`src/rtl/sram_arb_pkg.sv`:
```
// Shared constants, port ids and strobe expansion for the two-port SRAM arbiter.
package sram_arb_pkg;

    localparam int DEF_BITS   = 128;
    localparam int DEF_AW     = 6;
    localparam int DEF_STRB_W = DEF_BITS / 8;

    // Widest macro the strobe expander supports; callers truncate to their width.
    localparam int MAX_BITS   = 1024;
    localparam int MAX_STRB_W = MAX_BITS / 8;

    typedef enum logic {
        P_IFU = 1'b0,
        P_LSU = 1'b1
    } port_e;

    // Active-high byte strobes to the macro's active-low per-bit write mask.
    function automatic logic [MAX_BITS-1:0] strb_to_bwen(input logic [MAX_STRB_W-1:0] strb);
        logic [MAX_BITS-1:0] mask;
        for (int i = 0; i < MAX_STRB_W; i++) begin
            mask[i*8 +: 8] = {8{~strb[i]}};
        end
        return mask;
    endfunction

endpackage

```
`src/rtl/sram_bw_arbiter_if.sv`:
```
// Request/response channel between one cache controller and the SRAM arbiter.
interface sram_bw_arbiter_if
    import sram_arb_pkg::*;
#(
    parameter int BITS = DEF_BITS,
    parameter int AW   = DEF_AW
) ();

    logic              valid;
    logic              ready;
    logic              we;
    logic [AW-1:0]     addr;
    logic [BITS-1:0]   wdata;
    logic [BITS/8-1:0] wstrb;
    logic              rsp_valid;
    logic              rsp_ready;
    logic [BITS-1:0]   rdata;

    modport master (
        output valid, we, addr, wdata, wstrb, rsp_ready,
        input  ready, rsp_valid, rdata
    );

    modport slave (
        input  valid, we, addr, wdata, wstrb, rsp_ready,
        output ready, rsp_valid, rdata
    );

endinterface

```
`src/rtl/sram_bw_arbiter_rr_arb2.sv`:
```
// Two-way round-robin arbiter; the pointer names the port that wins a tie.
module rr_arb2 (
    input  logic       clk,
    input  logic       rst,
    input  logic [1:0] req,
    input  logic       en,
    output logic [1:0] gnt
);

    logic ptr_q;
    logic ptr_d;

    always_comb begin
        gnt   = 2'b00;
        ptr_d = ptr_q;
        if (en) begin
            unique case (req)
                2'b01:   gnt = 2'b01;
                2'b10:   gnt = 2'b10;
                2'b11:   gnt = ptr_q ? 2'b10 : 2'b01;
                default: gnt = 2'b00;
            endcase
        end
        // After a grant, favour the port that did not win.
        if (gnt != 2'b00) begin
            ptr_d = gnt[0];
        end
    end

    always_ff @(posedge clk) begin
        if (rst) begin
            ptr_q <= 1'b0;
        end else begin
            ptr_q <= ptr_d;
        end
    end

endmodule

```
`src/rtl/sram_bw_arbiter.sv`:
```
// Shares one byte-maskable single-port SRAM between the I-side and D-side
// controllers, with one held, back-pressurable response slot.
module sram_bw_arbiter
    import sram_arb_pkg::*;
#(
    parameter int BITS  = DEF_BITS,
    parameter int DEPTH = 64,
    parameter int AW    = DEF_AW
) (
    input  logic              clk,
    input  logic              rst,
    sram_bw_arbiter_if.slave  r0,
    sram_bw_arbiter_if.slave  r1,
    output logic              sram_cen,
    output logic              sram_wen,
    output logic [BITS-1:0]   sram_bwen,
    output logic [AW-1:0]     sram_a,
    output logic [BITS-1:0]   sram_d,
    input  logic [BITS-1:0]   sram_q
);

    localparam int STRB_W = BITS / 8;

    if ((BITS % 8) != 0 || BITS > MAX_BITS) begin : g_bad_bits
        $error("BITS must be a multiple of 8 and no wider than MAX_BITS");
    end
    if (DEPTH != (1 << AW)) begin : g_bad_depth
        $error("DEPTH must equal 2**AW");
    end

    logic [1:0]        gnt;
    logic              gnt_any;
    logic              can_issue;
    logic              owner_ack;

    logic              sel_we;
    logic [AW-1:0]     sel_addr;
    logic [BITS-1:0]   sel_wdata;
    logic [STRB_W-1:0] sel_wstrb;

    logic              full_q, full_d;
    port_e             owner_q, owner_d;
    logic              rd_q, rd_d;
    logic              fresh_q, fresh_d;
    logic [BITS-1:0]   data_q, data_d;
    logic [AW-1:0]     a_q;
    logic [BITS-1:0]   d_q;

    logic [BITS-1:0]   slot_rdata;
    logic              rsp_valid0, rsp_valid1;

    assign owner_ack = (owner_q == P_LSU) ? r1.rsp_ready : r0.rsp_ready;
    // A new access may start when the slot is free or is being drained this cycle.
    assign can_issue = !rst && (!full_q || owner_ack);

    rr_arb2 u_arb (
        .clk (clk),
        .rst (rst),
        .req ({r1.valid, r0.valid}),
        .en  (can_issue),
        .gnt (gnt)
    );

    assign gnt_any  = |gnt;
    assign r0.ready = gnt[0];
    assign r1.ready = gnt[1];

    always_comb begin
        sel_we    = r0.we;
        sel_addr  = r0.addr;
        sel_wdata = r0.wdata;
        sel_wstrb = r0.wstrb;
        if (gnt[1]) begin
            sel_we    = r1.we;
            sel_addr  = r1.addr;
            sel_wdata = r1.wdata;
            sel_wstrb = r1.wstrb;
        end
    end

    always_comb begin
        sram_cen  = 1'b1;
        sram_wen  = 1'b1;
        sram_bwen = '1;
        sram_a    = a_q;
        sram_d    = d_q;
        if (gnt_any) begin
            sram_cen = 1'b0;
            sram_wen = ~sel_we;
            sram_a   = sel_addr;
            sram_d   = sel_wdata;
            if (sel_we) begin
                sram_bwen = BITS'(strb_to_bwen(MAX_STRB_W'(sel_wstrb)));
            end
        end
    end

    always_comb begin
        full_d  = full_q;
        owner_d = owner_q;
        rd_d    = rd_q;
        fresh_d = 1'b0;
        data_d  = data_q;
        // sram_q is only meaningful in the cycle right after a read access.
        if (fresh_q) begin
            data_d = sram_q;
        end
        if (gnt_any) begin
            full_d  = 1'b1;
            owner_d = gnt[1] ? P_LSU : P_IFU;
            rd_d    = ~sel_we;
            fresh_d = ~sel_we;
        end else if (full_q && owner_ack) begin
            full_d = 1'b0;
        end
    end

    assign slot_rdata = (full_q && rd_q) ? (fresh_q ? sram_q : data_q) : '0;
    assign rsp_valid0 = !rst && full_q && (owner_q == P_IFU);
    assign rsp_valid1 = !rst && full_q && (owner_q == P_LSU);

    assign r0.rsp_valid = rsp_valid0;
    assign r1.rsp_valid = rsp_valid1;
    assign r0.rdata     = rsp_valid0 ? slot_rdata : '0;
    assign r1.rdata     = rsp_valid1 ? slot_rdata : '0;

    always_ff @(posedge clk) begin
        if (rst) begin
            full_q  <= 1'b0;
            owner_q <= P_IFU;
            rd_q    <= 1'b0;
            fresh_q <= 1'b0;
        end else begin
            full_q  <= full_d;
            owner_q <= owner_d;
            rd_q    <= rd_d;
            fresh_q <= fresh_d;
        end
    end

    always_ff @(posedge clk) begin
        data_q <= data_d;
        if (gnt_any) begin
            a_q <= sel_addr;
            d_q <= sel_wdata;
        end
    end

endmodule

```
`src/flat_wrapper.sv`:
```
// flat-port wrapper written by rule: the top's interface ports become plain ports
module sram_bw_arbiter_flat import sram_arb_pkg::*;
#(
    parameter int BITS  = DEF_BITS,
    parameter int DEPTH = 64,
    parameter int AW    = DEF_AW
)
  (clk, rst, sram_cen, sram_wen, sram_bwen, sram_a, sram_d, sram_q, r0_valid, r0_we, r0_addr, r0_wdata, r0_wstrb, r0_rsp_ready, r0_ready, r0_rsp_valid, r0_rdata, r1_valid, r1_we, r1_addr, r1_wdata, r1_wstrb, r1_rsp_ready, r1_ready, r1_rsp_valid, r1_rdata);
  sram_bw_arbiter_if #(.BITS(BITS), .AW(AW)) r0_i ();
  sram_bw_arbiter_if #(.BITS(BITS), .AW(AW)) r1_i ();
  input  logic clk;
  input  logic rst;
  output logic sram_cen;
  output logic sram_wen;
  output logic [BITS-1:0] sram_bwen;
  output logic [AW-1:0] sram_a;
  output logic [BITS-1:0] sram_d;
  input  logic [BITS-1:0] sram_q;
  input wire logic [$bits(r0_i.valid)-1:0] r0_valid;
  input wire logic [$bits(r0_i.we)-1:0] r0_we;
  input wire logic [$bits(r0_i.addr)-1:0] r0_addr;
  input wire logic [$bits(r0_i.wdata)-1:0] r0_wdata;
  input wire logic [$bits(r0_i.wstrb)-1:0] r0_wstrb;
  input wire logic [$bits(r0_i.rsp_ready)-1:0] r0_rsp_ready;
  output wire logic [$bits(r0_i.ready)-1:0] r0_ready;
  output wire logic [$bits(r0_i.rsp_valid)-1:0] r0_rsp_valid;
  output wire logic [$bits(r0_i.rdata)-1:0] r0_rdata;
  input wire logic [$bits(r1_i.valid)-1:0] r1_valid;
  input wire logic [$bits(r1_i.we)-1:0] r1_we;
  input wire logic [$bits(r1_i.addr)-1:0] r1_addr;
  input wire logic [$bits(r1_i.wdata)-1:0] r1_wdata;
  input wire logic [$bits(r1_i.wstrb)-1:0] r1_wstrb;
  input wire logic [$bits(r1_i.rsp_ready)-1:0] r1_rsp_ready;
  output wire logic [$bits(r1_i.ready)-1:0] r1_ready;
  output wire logic [$bits(r1_i.rsp_valid)-1:0] r1_rsp_valid;
  output wire logic [$bits(r1_i.rdata)-1:0] r1_rdata;
  assign r0_i.valid = r0_valid;
  assign r0_i.we = r0_we;
  assign r0_i.addr = r0_addr;
  assign r0_i.wdata = r0_wdata;
  assign r0_i.wstrb = r0_wstrb;
  assign r0_i.rsp_ready = r0_rsp_ready;
  assign r0_ready = r0_i.ready;
  assign r0_rsp_valid = r0_i.rsp_valid;
  assign r0_rdata = r0_i.rdata;
  assign r1_i.valid = r1_valid;
  assign r1_i.we = r1_we;
  assign r1_i.addr = r1_addr;
  assign r1_i.wdata = r1_wdata;
  assign r1_i.wstrb = r1_wstrb;
  assign r1_i.rsp_ready = r1_rsp_ready;
  assign r1_ready = r1_i.ready;
  assign r1_rsp_valid = r1_i.rsp_valid;
  assign r1_rdata = r1_i.rdata;
  sram_bw_arbiter #(.BITS(BITS), .DEPTH(DEPTH), .AW(AW)) u_core (.clk(clk), .rst(rst), .r0(r0_i), .r1(r1_i), .sram_cen(sram_cen), .sram_wen(sram_wen), .sram_bwen(sram_bwen), .sram_a(sram_a), .sram_d(sram_d), .sram_q(sram_q));
endmodule
```
`config.mk`:
```
export PLATFORM = sky130hd
export DESIGN_NAME = sram_bw_arbiter_flat
export DESIGN_NICKNAME = d
export VERILOG_FILES = /design/src/rtl/sram_arb_pkg.sv /design/src/rtl/sram_bw_arbiter_if.sv /design/src/rtl/sram_bw_arbiter_rr_arb2.sv /design/src/rtl/sram_bw_arbiter.sv /design/src/flat_wrapper.sv
export SDC_FILE = /design/constraint.sdc
export NUM_CORES = 1
export LEC_CHECK = 0
export CORE_AREA = 2 2 370 372
export DETAILED_ROUTE_END_ITERATION = 8
export DIE_AREA = 0 0 372 374
export HOLD_SLACK_MARGIN = 0.05
export SKIP_CTS_REPAIR_TIMING = 1
export SLEW_MARGIN = 10
export SYNTH_ARGS = -nofsm -noshare
export SYNTH_HDL_FRONTEND = slang
export SYNTH_HIERARCHICAL = 1
export SYNTH_SLANG_ARGS = --single-unit
```
`constraint.sdc`:
```
create_clock -name clk -period 5.6 [get_ports clk]
set_clock_uncertainty 0.15 [all_clocks]
set_input_delay 1.68 -clock clk [delete_from_list [all_inputs] [get_ports clk]]
set_output_delay 1.68 -clock clk [all_outputs]
set_load 0.02 [all_outputs]
```
# Word level (Yosys, flattened, before mapping)
# Index checks and enable logic that the tools add are counted.
op_classes:
  n_reduce_logical: 13
  bitwise_logic: 19
  n_mux: 21
  n_eq_ne: 3
ops:
  columns: ["cell", "count"]
  rows:
  - ["128-bit 2-to-1 mux", 8]
  - ["1-bit NOT", 19]
  - ["16-bit 2-to-1 mux", 1]
  - ["6-bit 2-to-1 mux", 2]
  - ["1-bit 2-to-1 mux", 7]
  - ["1-bit logical AND", 6]
  - ["2-bit case mux with 3 select lines", 1]
  - ["2-bit equality test (second input constant)", 2]
  - ["2-bit 2-to-1 mux", 2]
  - ["2-bit nonzero test", 2]
  - ["2-bit OR reduction", 2]
  - ["2-bit by 1-bit equality test with 1-bit output (second input constant)", 1]
  - ["1-bit zero test", 2]
  - ["1-bit logical OR", 1]
word_totals:
  output_inout_bits: 524
  inputBits: 436
  wordCells: 64
  ff_bits: 267

# Longest topological paths before layout
# Gate-level depths: netlist of the first run.
logic_depth:
  depth_word: 8
  mapped_depth: 10
  depth_no_buf: 6

# Modules after synthesis
# Netlist of the first run, hierarchy kept.
by_module_without_submodules:
  columns: ["mod", "seq_area_each_um2", "area_per_inst_um2", "instances", "cells_per_inst"]
  rows:
  - ["sram_bw_arbiter", 5325.1, 12739.7, 1, 1438]
  - ["rr_arb2", 20.0, 55.1, 1, 8]

# Worst setup path before layout of the first run
# OpenSTA, ideal clock, no wires.
synth_timing:
  path_kind: "in2out"
  start: "in r1_rsp_ready"
  end: "out sram_bwen[100]"
  required_time_ns: 3.770
  arrival_time_ns: 4.181
  cell_stages: 9
  path_slack_ns: -0.411
  n_path_buf: 3
  cell_sequence: "mux2i_1 -> a21oi_1 -> nand2_1 -> a21oi_1 -> and3b_1 -> buf_6 -> buf_6 -> o21ai_0 -> buf_4"
synth_via:
  elab_chain_cells: 8
  elab_cells_between_ends: 10
  cone_classes: "mux (6); bitwise (1); reduce/logical (3)"
synth_lines:
  columns: ["element", "line_no", "text"]
  rows:
  - ["from (decl)", "flat_wrapper.sv:33", "input wire logic [$bits(r1_i.rsp_ready)-1:0] r1_rsp_ready;"]
  - ["1-bit 2-to-1 mux (*)", "sram_bw_arbiter.sv:52", "assign owner_ack = (owner_q == P_LSU) ? r1.rsp_ready : r0.rsp_ready;"]
  - ["1-bit logical OR (*)", "sram_bw_arbiter.sv:54", "assign can_issue = !rst && (!full_q || owner_ack);"]
  - ["1-bit logical AND (*)", "sram_bw_arbiter.sv:54", null]
  - ["via u_core.can_issue", "sram_bw_arbiter.sv:33", "logic can_issue;"]
  - ["2-bit 2-to-1 mux (*)", "sram_bw_arbiter_rr_arb2.sv:16", "if (en) begin"]
  - ["via r1_ready", "flat_wrapper.sv:34", "output wire logic [$bits(r1_i.ready)-1:0] r1_ready;"]
  - ["16-bit 2-to-1 mux", "sram_bw_arbiter.sv:73", "if (gnt[1]) begin"]
  - ["1-bit NOT", "sram_arb_pkg.sv:21", "mask[i*8 +: 8] = {8{~strb[i]}};"]
  - ["128-bit 2-to-1 mux", "sram_bw_arbiter.sv:92", "if (sel_we) begin"]
  - ["128-bit 2-to-1 mux (*)", "sram_bw_arbiter.sv:87", "if (gnt_any) begin"]
  - ["to (decl)", "flat_wrapper.sv:15", "output logic [BITS-1:0] sram_bwen;"]
# The timed path passes the listed nets; every way through them passes the cells marked *.

# Final worst setup path of the first run
layout_timing:
  start: "in r0_valid"
  end: "out sram_d[13]"
layout_via:
  elab_chain_cells: 5
  elab_cells_between_ends: 8
  cone_classes: "eq/ne (3); mux (4); reduce/logical (1)"
layout_lines:
  columns: ["element", "line_no", "text"]
  rows:
  - ["from (decl)", "flat_wrapper.sv:19", "input wire logic [$bits(r0_i.valid)-1:0] r0_valid;"]
  - ["2-bit equality test / 2-bit by 1-bit equality test with 1-bit output (equally long branches)", "sram_bw_arbiter_rr_arb2.sv:17", "unique case (req)"]
  - ["2-bit case mux with 3 select lines (*)", "sram_bw_arbiter_rr_arb2.sv:17", null]
  - ["2-bit 2-to-1 mux (*)", "sram_bw_arbiter_rr_arb2.sv:16", null]
  - ["128-bit 2-to-1 mux / 2-bit OR reduction (equally long branches)", "sram_bw_arbiter.sv:73, sram_bw_arbiter.sv:64", null]
  - ["128-bit 2-to-1 mux (*)", null, null]
  - ["to (decl)", "flat_wrapper.sv:17", "output logic [BITS-1:0] sram_d;"]
# Mark *: on every way between the ends. The rest lies on a longest branch, timed or not.

==> flow_metrics.tcl, run 1 <==
set metrics [dict create \
    synth.ff_latch_count 267 \
    numPortBuffers 959 \
    detail_route.iter0.violations 689 \
    vias_in_the_first_global_route 12875 \
    num-fill-cells 14792 \
    highest_count_cells_in_the_layout_ignoring_fill_and_taps "662 x sky130_fd_sc_hd__clkdlybuf4s50_1, 266 x sky130_fd_sc_hd__dfxtp_1, 262 x sky130_fd_sc_hd__mux2i_1, 258 x sky130_fd_sc_hd__nor2_1, 166 x sky130_fd_sc_hd__dlymetal6s2s_1" \
    die-width_um 372 \
    place.detailed.instances 4118 \
    coreArea_sq_um 135000 \
    grt_start_max_net_pins 50 \
    switching_share_pct 33.7 \
    start_kind "primary input" \
    yosysSeqAreaShare_pct 41.8 \
    outcome "finished, final reports clean" \
    worstSkewPairLatency_ns 0.58 \
    timing.hold.worst.class "flip-flop to flip-flop" \
    critical_path_peak_fanout 8 \
    gpl.final_weighted_congestion 0.929 \
    worstSetupEndpointType "output port" \
    synthesis.instances 1446 \
    syn2layout_area_growth_pct 112 \
    boundaryPins 960 \
    postRouteAntennaNets 0 \
    clk_path_buf_depth 3 \
    dieHeight_um 374 \
    worst_setup_hold_path_clk_slew_ns 0.05 \
    wl_um 98600 \
    number_of_setup_violations_in_the_final_report 0 \
    drtPass1Iterations 5 \
    postSynthAreaPerCell_sq_um 8.85 \
    regArea_sq_um 5350 \
    cellInternalPower_uw 5430 \
    fmax_mhz 181 \
    drv_slew 0 \
    final_min_period_over_clock_period_pct 98.6 \
    route.detailed.wl_per_inst_um 23.4 \
    total_leakage_power_uw 0.0111 \
    design.final.nets 2829 \
    ir_worst_vdd_mv 0.180 \
    clock_tree_sinks 267 \
    p_clk_share_pct 32.4 \
    mostFrequentLayoutCell "sky130_fd_sc_hd__clkdlybuf4s50_1" \
    switchingPower_uw 2760 \
    grt_setup_unrepaired "false" \
    share_seq_of_total_power_pct 31.1 \
    worst-endpoint-required_ns 3.77 \
    max_slew.worst_pin.slew_ns 0.887 \
    finalCriticalPeriod_ns 5.52 \
    post-dp-hpwl_um 85900 \
    comb_power_share_pct 36.5 \
    final.setup.tns_ns 0 \
    cts_tree "done" \
    cts.htree.levels 2 \
    grt_antenna_before_repair 84 \
    maxCapViolations 0 \
    routed_via_density 3.22 \
    drc 0 \
    grt_first_pass_wirelength_um 123000 \
    initial_core_util_pct 9.48 \
    synth.lib_cells_used.distinct 28 \
    worst-setup-path-type "primary input to output port" \
    placementRows 135 \
    timing.critical_path.arrival_ns 3.69 \
    dieArea_sq_um 139000 \
    synth_area_sq_um 12800 \
    synth_nets 1882 \
    timing.slew.headroom_pct 40.9 \
    warnings_synthesis 6 \
    tritoncts.num_buffers 39 \
    global_route.usage.total_pct 13.3 \
    power.density_cell_area_nw_per_um2 301 \
    report.final.hold_viol_count 0 \
    via_count 13578 \
    clockRootBuffer "sky130_fd_sc_hd__clkbuf_16" \
    multi_input_comb_area_sq_um 5300 \
    final_layout_size_suffix_gt1_share_pct 16.0 \
    stdcell_count 4213 \
    total_congestion_overflow_after_global_routing 0 \
]
[cells in the mapped netlist, drive strengths merged]
library cell  number  share of area [%]
nand4b             1               0.19
nand2b             2              0.098
and3b              1              0.068
o2bb2ai            1              0.068
nand2            136                4.0
nor2             258                7.6
dfxtp            267                 42
mux2              16                1.4
buf              192                 13
nand4bb            1               0.22
a311oi             1              0.068
mux2i            263                 21
and2b              2               0.13
clkbuf            14               0.57
nor4               1              0.049
or3b               1              0.068
o21ai            150                5.9
and2               2              0.098
a21oi              6               0.23
nor3               1              0.039
inv              130                3.8
[per-stage QoR]
step	instance area, sq um	setup slack, ns	utilization [%]	hold WS (ns)	power (uW)
after floorplan	12800	0.0486	-	0.293	3680
after global placement	25000	-0.630	18.6	0.291	5570
after detailed placement	25000	-0.651	18.6	0.296	5600
after CTS	26400	-0.655	19.5	0.313	8360
after global routing	27100	0.00844	20.1	0.334	8600
final	27100	0.0790	20.1	0.311	8180
[cell families (layout without fill, tap and decap cells)]
group	after synthesis	count (layout)	synth area share, %
compound gates	158	158	6.24
buf+inv	336	1308	17.5
flops	267	267	41.8
mux	279	279	22.0
other cells	0	14	0
simple gates	406	406	12.5
[power groups by stage]
stage | combinational [uW] | clock [uW] | sequential (uW)
4_1_cts | 3040 | 2780 | 2540
3_3_place_gp | 3000 | 0 | 2570
3_5_place_dp | 3030 | 0 | 2570
5_1_grt | 3190 | 2830 | 2590
2_1_floorplan | 1150 | 0 | 2530
6_report | 2990 | 2650 | 2540
[critical path: stages]
cell                              delay [ns]
sky130_fd_sc_hd__clkdlybuf4s50_1        0.58
sky130_fd_sc_hd__nand2_2                0.10
sky130_fd_sc_hd__a21oi_4                0.17
sky130_fd_sc_hd__buf_12                 0.18
sky130_fd_sc_hd__buf_8                  0.16
sky130_fd_sc_hd__buf_12                 0.14
sky130_fd_sc_hd__mux2i_2                0.22
sky130_fd_sc_hd__o21ai_2                0.13
sky130_fd_sc_hd__buf_4                  0.17
sky130_fd_sc_hd__buf_12                 0.13
[layer usage]
layer,wire length (um),track usage [%],up-vias
met3,7240,3.69,171
met4,2680,2.90,28
li1,-,-,6441
met2,44500,21.5,695
met5,178,0,-
met1,44000,17.5,6243
[sequential cells by signal, indices dropped and copies added (netlist names)]
name and flops:
u_core/a_q 6, u_core/d_q 128, u_core/data_q 128, u_core/fresh_q 1, u_core/full_q 1, u_core/owner_q 1
u_core/rd_q 1, u_core/u_arb/ptr_q 1
[final cells by class]
cell class | count | area share [%]
timing repair buffer | 1112 | 45.7
clock buffer | 49 | 4.03
antenna | 14 | 0.129
tap | 1781 | 8.21
inverter | 130 | 1.80
multi-input combinational | 843 | 19.5
sequential | 267 | 19.7
clock inverter | 17 | 0.903
[path summary, 6_finish.rpt]
check,end,from,cells after the start,slack [ns]
worst min-delay path,u_core/data_q[74],u_core/data_q[74],2,0.31
worst min register to register,u_core/data_q[74],u_core/data_q[74],2,0.31
worst max register to register,u_core/d_q[118],u_core/owner_q,9,3.17
worst max-delay path,sram_d[13],r0_valid,10,0.08
No activity file was read; power rests on OpenSTA's default activity.
==> run 2, diff against run 1 <==
- ABC_AREA: default -> 1
- CORE_AREA: 2 2 370 372 -> 2 2 369 371
- DIE_AREA: 0 0 372 374 -> 0 0 371 373
- PLACE_DENSITY: default -> 0.4
- clock period: 5.6 -> 5.38 ns (I/O delays scaled with it)
==> flow_metrics.tcl, run 2 <==
set metrics [dict create \
    synth-main-ff-cell "sky130_fd_sc_hd__dfxtp_1" \
    worstHoldPathCells 2 \
    stdcell_count 4631 \
    reg2reg_depth 14 \
    worst_setup_hold_path_clk_slew_ns 0.05 \
    routed_via_density 3.29 \
    number_of_setup_violations_in_the_final_report 0 \
    finalCriticalPeriod_ns 5.33 \
    drtPass1Iterations 5 \
    numPortBuffers 959 \
    postSynthAreaPerCell_sq_um 6.47 \
    synth.lib_cells_used.distinct 21 \
    worst-endpoint-required_ns 3.62 \
    placementRows 135 \
    final_layout_size_suffix_gt1_share_pct 17.7 \
    route.detailed.wl_per_inst_um 20.7 \
    design.final.nets 3244 \
    grt_first_pass_wirelength_um 123000 \
    highest_count_cells_in_the_layout_ignoring_fill_and_taps "974 x sky130_fd_sc_hd__nand2_1, 660 x sky130_fd_sc_hd__clkdlybuf4s50_1, 266 x sky130_fd_sc_hd__dfxtp_1, 257 x sky130_fd_sc_hd__nor2_1, 130 x sky130_fd_sc_hd__buf_12" \
    wl_um 95900 \
    yosysSeqAreaShare_pct 43.3 \
    maxCapViolations 0 \
    synthesis.instances 1909 \
    rrSetupSlack_ns 2.94 \
    synth.ff_latch_count 267 \
    synth_nets 2345 \
    synth_edf_count 0 \
    wl_met3_um 7220 \
    ir_worst_vdd_mv 0.216 \
    timing.critical_path.cells "clkdlybuf4s50_1, nand2_4, a21oi_4, buf_4, buf_8, buf_4, buf_6, nand2_1, nand3_4, buf_12, buf_12" \
    synth_common_cells "992 x sky130_fd_sc_hd__nand2_1, 267 x sky130_fd_sc_hd__dfxtp_1, 257 x sky130_fd_sc_hd__nor2_1" \
    gpl.final_weighted_congestion 0.831 \
    crit_path_top_delay_cell "sky130_fd_sc_hd__clkdlybuf4s50_1" \
    netlist.area_leader.share_pct 43.3 \
    cts.htree.levels 2 \
    fin_ws_ns 0.0529 \
    met1_wire_length_um 41200 \
    initial_core_util_pct 9.18 \
    mostFrequentLayoutCell "sky130_fd_sc_hd__nand2_1" \
    clk_path_buf_depth 3 \
    timing.critical_path.arrival_ns 3.56 \
    detail_route.iter0.violations 561 \
    fmax_mhz 188 \
    postRouteAntennaNets 0 \
    tritoncts.num_buffers 39 \
    coreArea_sq_um 135000 \
    max_slew.worst_pin.slew_ns 0.708 \
    postSynth.asyncResetShare_pct 0 \
    place.detailed.instances 4515 \
    critical_path_peak_fanout 15 \
    post-dp-hpwl_um 76300 \
    dieHeight_um 373 \
    grt_start_max_net_pins 129 \
    grt_antenna_before_repair 33 \
    worstHoldStart "u_core/data_q[40]" \
    worstReg2RegEnd "u_core/d_q[120]" \
    report.final.hold_viol_count 0 \
    r2r_start "u_core/owner_q" \
    boundaryPins 960 \
    ys_top_cells_by_area "sky130_fd_sc_hd__dfxtp_1 43%, sky130_fd_sc_hd__nand2_1 30%, sky130_fd_sc_hd__buf_4 7.8%, sky130_fd_sc_hd__nor2_1 7.8%, sky130_fd_sc_hd__nand3_1 5.5%" \
    preCtsSetupSlack_ns -0.726 \
    final_min_period_over_clock_period_pct 99.0 \
    worstSkewPairLatency_ns 0.58 \
    critical_path_source "r1_valid" \
    start_kind "primary input" \
    cts_tree "done" \
    total_leakage_power_uw 0.0110 \
    final_core_util_pct 19.7 \
    timing.slew.headroom_pct 52.8 \
    syn2layout_area_growth_pct 115 \
    clockRootBuffer "sky130_fd_sc_hd__clkbuf_16" \
    power.density_cell_area_nw_per_um2 305 \
    via_count 15249 \
    warnings_synthesis 6 \
    drv_slew 0 \
    outcome "finished, final reports clean" \
    slowest_delay_ns 0.54 \
    top_regs "u_core/d_q: 128 flops, u_core/data_q: 128 flops, u_core/a_q: 6 flops" \
    worstSetupEndpointType "output port" \
    dieArea_sq_um 138000 \
    met2_wirelength_um 45500 \
    worst-setup-path-type "primary input to output port" \
    synth_area_sq_um 12400 \
    total_congestion_overflow_after_global_routing 0 \
    die-width_um 371 \
    global_route.usage.total_pct 12.8 \
    vias_in_the_first_global_route 15253 \
    timing.hold.worst.class "flip-flop to flip-flop" \
    clock_tree_sinks 267 \
    worst_hold_path.endpoint "u_core/data_q[40]" \
    drc 0 \
    yosys.area.top_type "sky130_fd_sc_hd__dfxtp_1" \
    highest-signal-layer "met5" \
    synthMostInstantiatedCell "sky130_fd_sc_hd__nand2_1" \
]
## run 2: metal layers
layer | vias up | GRT usage, %
li1 | 7522 | -
met1 | 7020 | 15.2
met2 | 587 | 21.8
met3 | 104 | 4.22
met4 | 16 | 3.13
met5 | - | 0
## run 2: cell type report
cell class / count / area, sq um
Inverter: 15 / 66.3
Clock inverter: 16 / 156
Clock buffer: 53 / 1120
Antenna cell: 14 / 35.0
Tap cell: 1781 / 2230
Multi-Input combinational cell: 1397 / 5810
Timing Repair Buffer: 1088 / 11700
Sequential cell: 267 / 5350
Fill cell: 15250 / 108000
## run 2: critical path: cells and delay by family
kind | cells | cell delay, ns
AND/OR/NAND/NOR | 3 | 0.31
AO/OA/AOI/OAI | 1 | 0.18
buffers and inverters | 7 | 1.42
## run 2: cells by family after synthesis
family | synth area share, %
simple gates | 43.9
compound gates | 0.233
flops | 43.3
buf+inv | 12.6
## run 2: power breakdown
| part | leakage (uW) | internal, uW | switching [uW] |
|---|---|---|---|
| Sequential | 0.00225 | 2490 | 123 |
| Clock | 0.000626 | 1560 | 1090 |
| Combinational | 0.00818 | 1300 | 1520 |
## run 2: through the flow
stage	hold slack (ns)	setup TNS [ns]	instance area, sq um	total power, uW
after global routing	0.306	-0.0357	26500	8550
after CTS	0.294	-145.68	25900	8210
after detailed placement	0.279	-143.78	24600	5460
after global placement	0.275	-156.11	24600	5450
final	0.291	0	26500	8080
after floorplan	0.266	0	12400	3710
## run 2: how the worst max path moves through the flow
stage | depth (start not counted) | endpoint | slack (ns)
floorplan | 12 | sram_bwen[100] | 0.005
global placement | 12 | sram_bwen[4] | -0.75
detailed placement | 12 | sram_bwen[2] | -0.73
CTS | 12 | sram_bwen[2] | -0.73
global route | 11 | sram_d[85] | -0.03
finish | 11 | sram_d[85] | 0.05
==> edit: new RTL, config.mk and constraints of run 2 <==
The package constant `DEF_BITS` goes from 128 to 120.
--- a/src/rtl/sram_arb_pkg.sv
+++ b/src/rtl/sram_arb_pkg.sv
@@ -1,7 +1,7 @@
 // Shared constants, port ids and strobe expansion for the two-port SRAM arbiter.
 package sram_arb_pkg;
 
-    localparam int DEF_BITS   = 128;
+    localparam int DEF_BITS   = 120;
     localparam int DEF_AW     = 6;
     localparam int DEF_STRB_W = DEF_BITS / 8;
 
Interface: changed (9 resized); port bits go from 960 to 902. The function was not compared with the original's and may differ.
==> edit against run 2 <==
Sequential cell count decreased by 16; combinational power decreased by 8.5%; register-to-register slack got worse by 0.06 ns; worst hold slack about the same; area after synthesis decreased by 6.4%; power decreased by 3.9%; routed wire length decreased by 7.7%; count of clock-buffer cells in the layout unchanged; worst setup slack improved by 0.086 ns; final area decreased by 3.5%; critical path type unchanged; critical endpoint is now sram_d[58]; largest power group is now clock.
==> edit: results (changes against run 2) <==
routing:
  drt_iter0_drc: 652  # was 561
  dr_wl_met3_um: 7440  # was 7220 um
  routedLengthMet1_um: 37200  # was 41200 um
  wl_met2_um: 41700  # was 45500 um
  vias: 14191  # was 15249
  routedWlPerCell_um: 19.9  # was 20.7 um
global_routing:
  grt_pass1_vias: 14513  # was 15253
  grt_max_degree: 55  # was 129
  grt_pass1_wl_um: 117000  # was 123000 um
  antenna_found_initial: 31  # was 33
  track_usage_pct: 12.1  # was 12.8%
finish:
  largestRegisters: "u_core/d_q x120, u_core/data_q x120, u_core/a_q x6"  # was u_core/d_q x128, u_core/data_q x128, u_core/a_q x6
  layout-drive-gt1-share_pct: 14.1  # was 17.7%
  nets: 3038  # was 3244
setup_path:
  reg2reg_to: "u_core/rd_q"  # was u_core/d_q[120]
  critical-path-slowest-cell: "nand3_1"  # was clkdlybuf4s50_1
  reg2reg_slack_ns: 2.88  # was 2.94 ns
  rr_startpoint: "u_core/owner_q"  # unchanged
  slowest_delay_ns: 0.25  # was 0.54 ns
  r2r_cells: 16  # was 14
  arrival_ns: 3.48  # was 3.56 ns
place:
  hpwl_um: 73800  # was 76300 um
  gp_congestion: 0.765  # was 0.831
  place_area_um2: 23600  # was 24600 um^2
  io_buffers: 901  # was 959
power_and_ir_drop:
  leakage_uw: 0.0106  # was 0.0110 uW
  p_int_uw: 5200  # was 5340 uW
timing:
  worstMarginPinSlew_ns: 0.774  # was 0.708 ns
  fin_hold_ws_ns: 0.291  # about the same
clocking:
  clkLatencyLatePin_ns: 0.56  # was 0.58 ns
synthesis:
  synth_nets: 2204  # was 2345
  ys_types: 19  # was 21
  ys_warn_count: 6  # unchanged
  ys_seq_area_share_pct: 43.4  # was 43.3%
  synthTopCellsByCount: "932 x nand2_1, 251 x dfxtp_1, 241 x nor2_1"  # was 992 x nand2_1, 267 x dfxtp_1, 257 x nor2_1
  synthTopCellsByArea: "dfxtp_1 43%, nand2_1 30%, nor2_1 7.8%"  # was dfxtp_1 43%, nand2_1 30%, buf_4 7.8%
hold_path:
  hold_start: "u_core/data_q[63]"  # was u_core/data_q[40]
  hold_end: "u_core/data_q[63]"  # was u_core/data_q[40]
  worst_hold_path_type: "flip-flop to flip-flop"  # unchanged
outcome:
  status: "finished clean"  # unchanged
## edit: cell types whose count changed after synthesis, sizes merged
cell	delta
nor2	-16
nand2	-60
nand3	-8
buf	-28
dfxtp	-16
clkbuf	+13
## edit: cells by family after synthesis
family | share of synthesized area (%)
flip-flops | 43.4
buffers and inverters | 12.2
AO/OA/AOI/OAI | 0.249
AND/OR/NAND/NOR | 44.1
## edit: through the flow
stage	worst slack (ns)	TNS, ns	total power (uW)	std cells
2_1_floorplan	0.196	0	3490	1794
3_3_place_gp	-0.590	-102.41	5110	4360
3_5_place_dp	-0.584	-99.06	5130	4360
4_1_cts	-0.587	-100.55	7980	4428
5_1_grt	0.0290	0	8220	4438
6_report	0.139	0	7770	4448
## edit: worst max path at each step
stage                 start  slack [ns]              to  depth (start not counted)
3_5_place_dp   r0_rsp_ready       -0.58   sram_bwen[29]                         13
6_report       r0_rsp_ready        0.14      sram_d[58]                         14
5_1_grt        r0_rsp_ready        0.03      sram_d[58]                         14
2_1_floorplan  r1_rsp_ready        0.20  sram_bwen[100]                         13
3_3_place_gp   r1_rsp_ready       -0.59   sram_bwen[30]                         14
4_1_cts        r0_rsp_ready       -0.59   sram_bwen[29]                         13
## edit: final cells by class
class	count	area (um^2)
fillers	15280	109000
repair buffers	1008	11600
multi-input cells	1313	5350
flip-flops and latches	251	5030
well taps	1781	2230
clock buffers	53	1130
clock inverters	15	183
inverters	15	63.8
diodes	12	30.0
## edit: per-layer routing
metal,global-route usage [%],up-vias
li1,-,7041
met1,14.4,6377
met2,20.8,636
met3,4.05,129
met4,3.02,8
met5,0,-
## edit: power groups by stage
stage	Clock, uW	Combinational, uW	Sequential, uW
after floorplan	0	1020	2470
after CTS	2870	2640	2460
after detailed placement	0	2630	2500
after global routing	2920	2790	2510
after global placement	0	2620	2490
final	2720	2580	2460
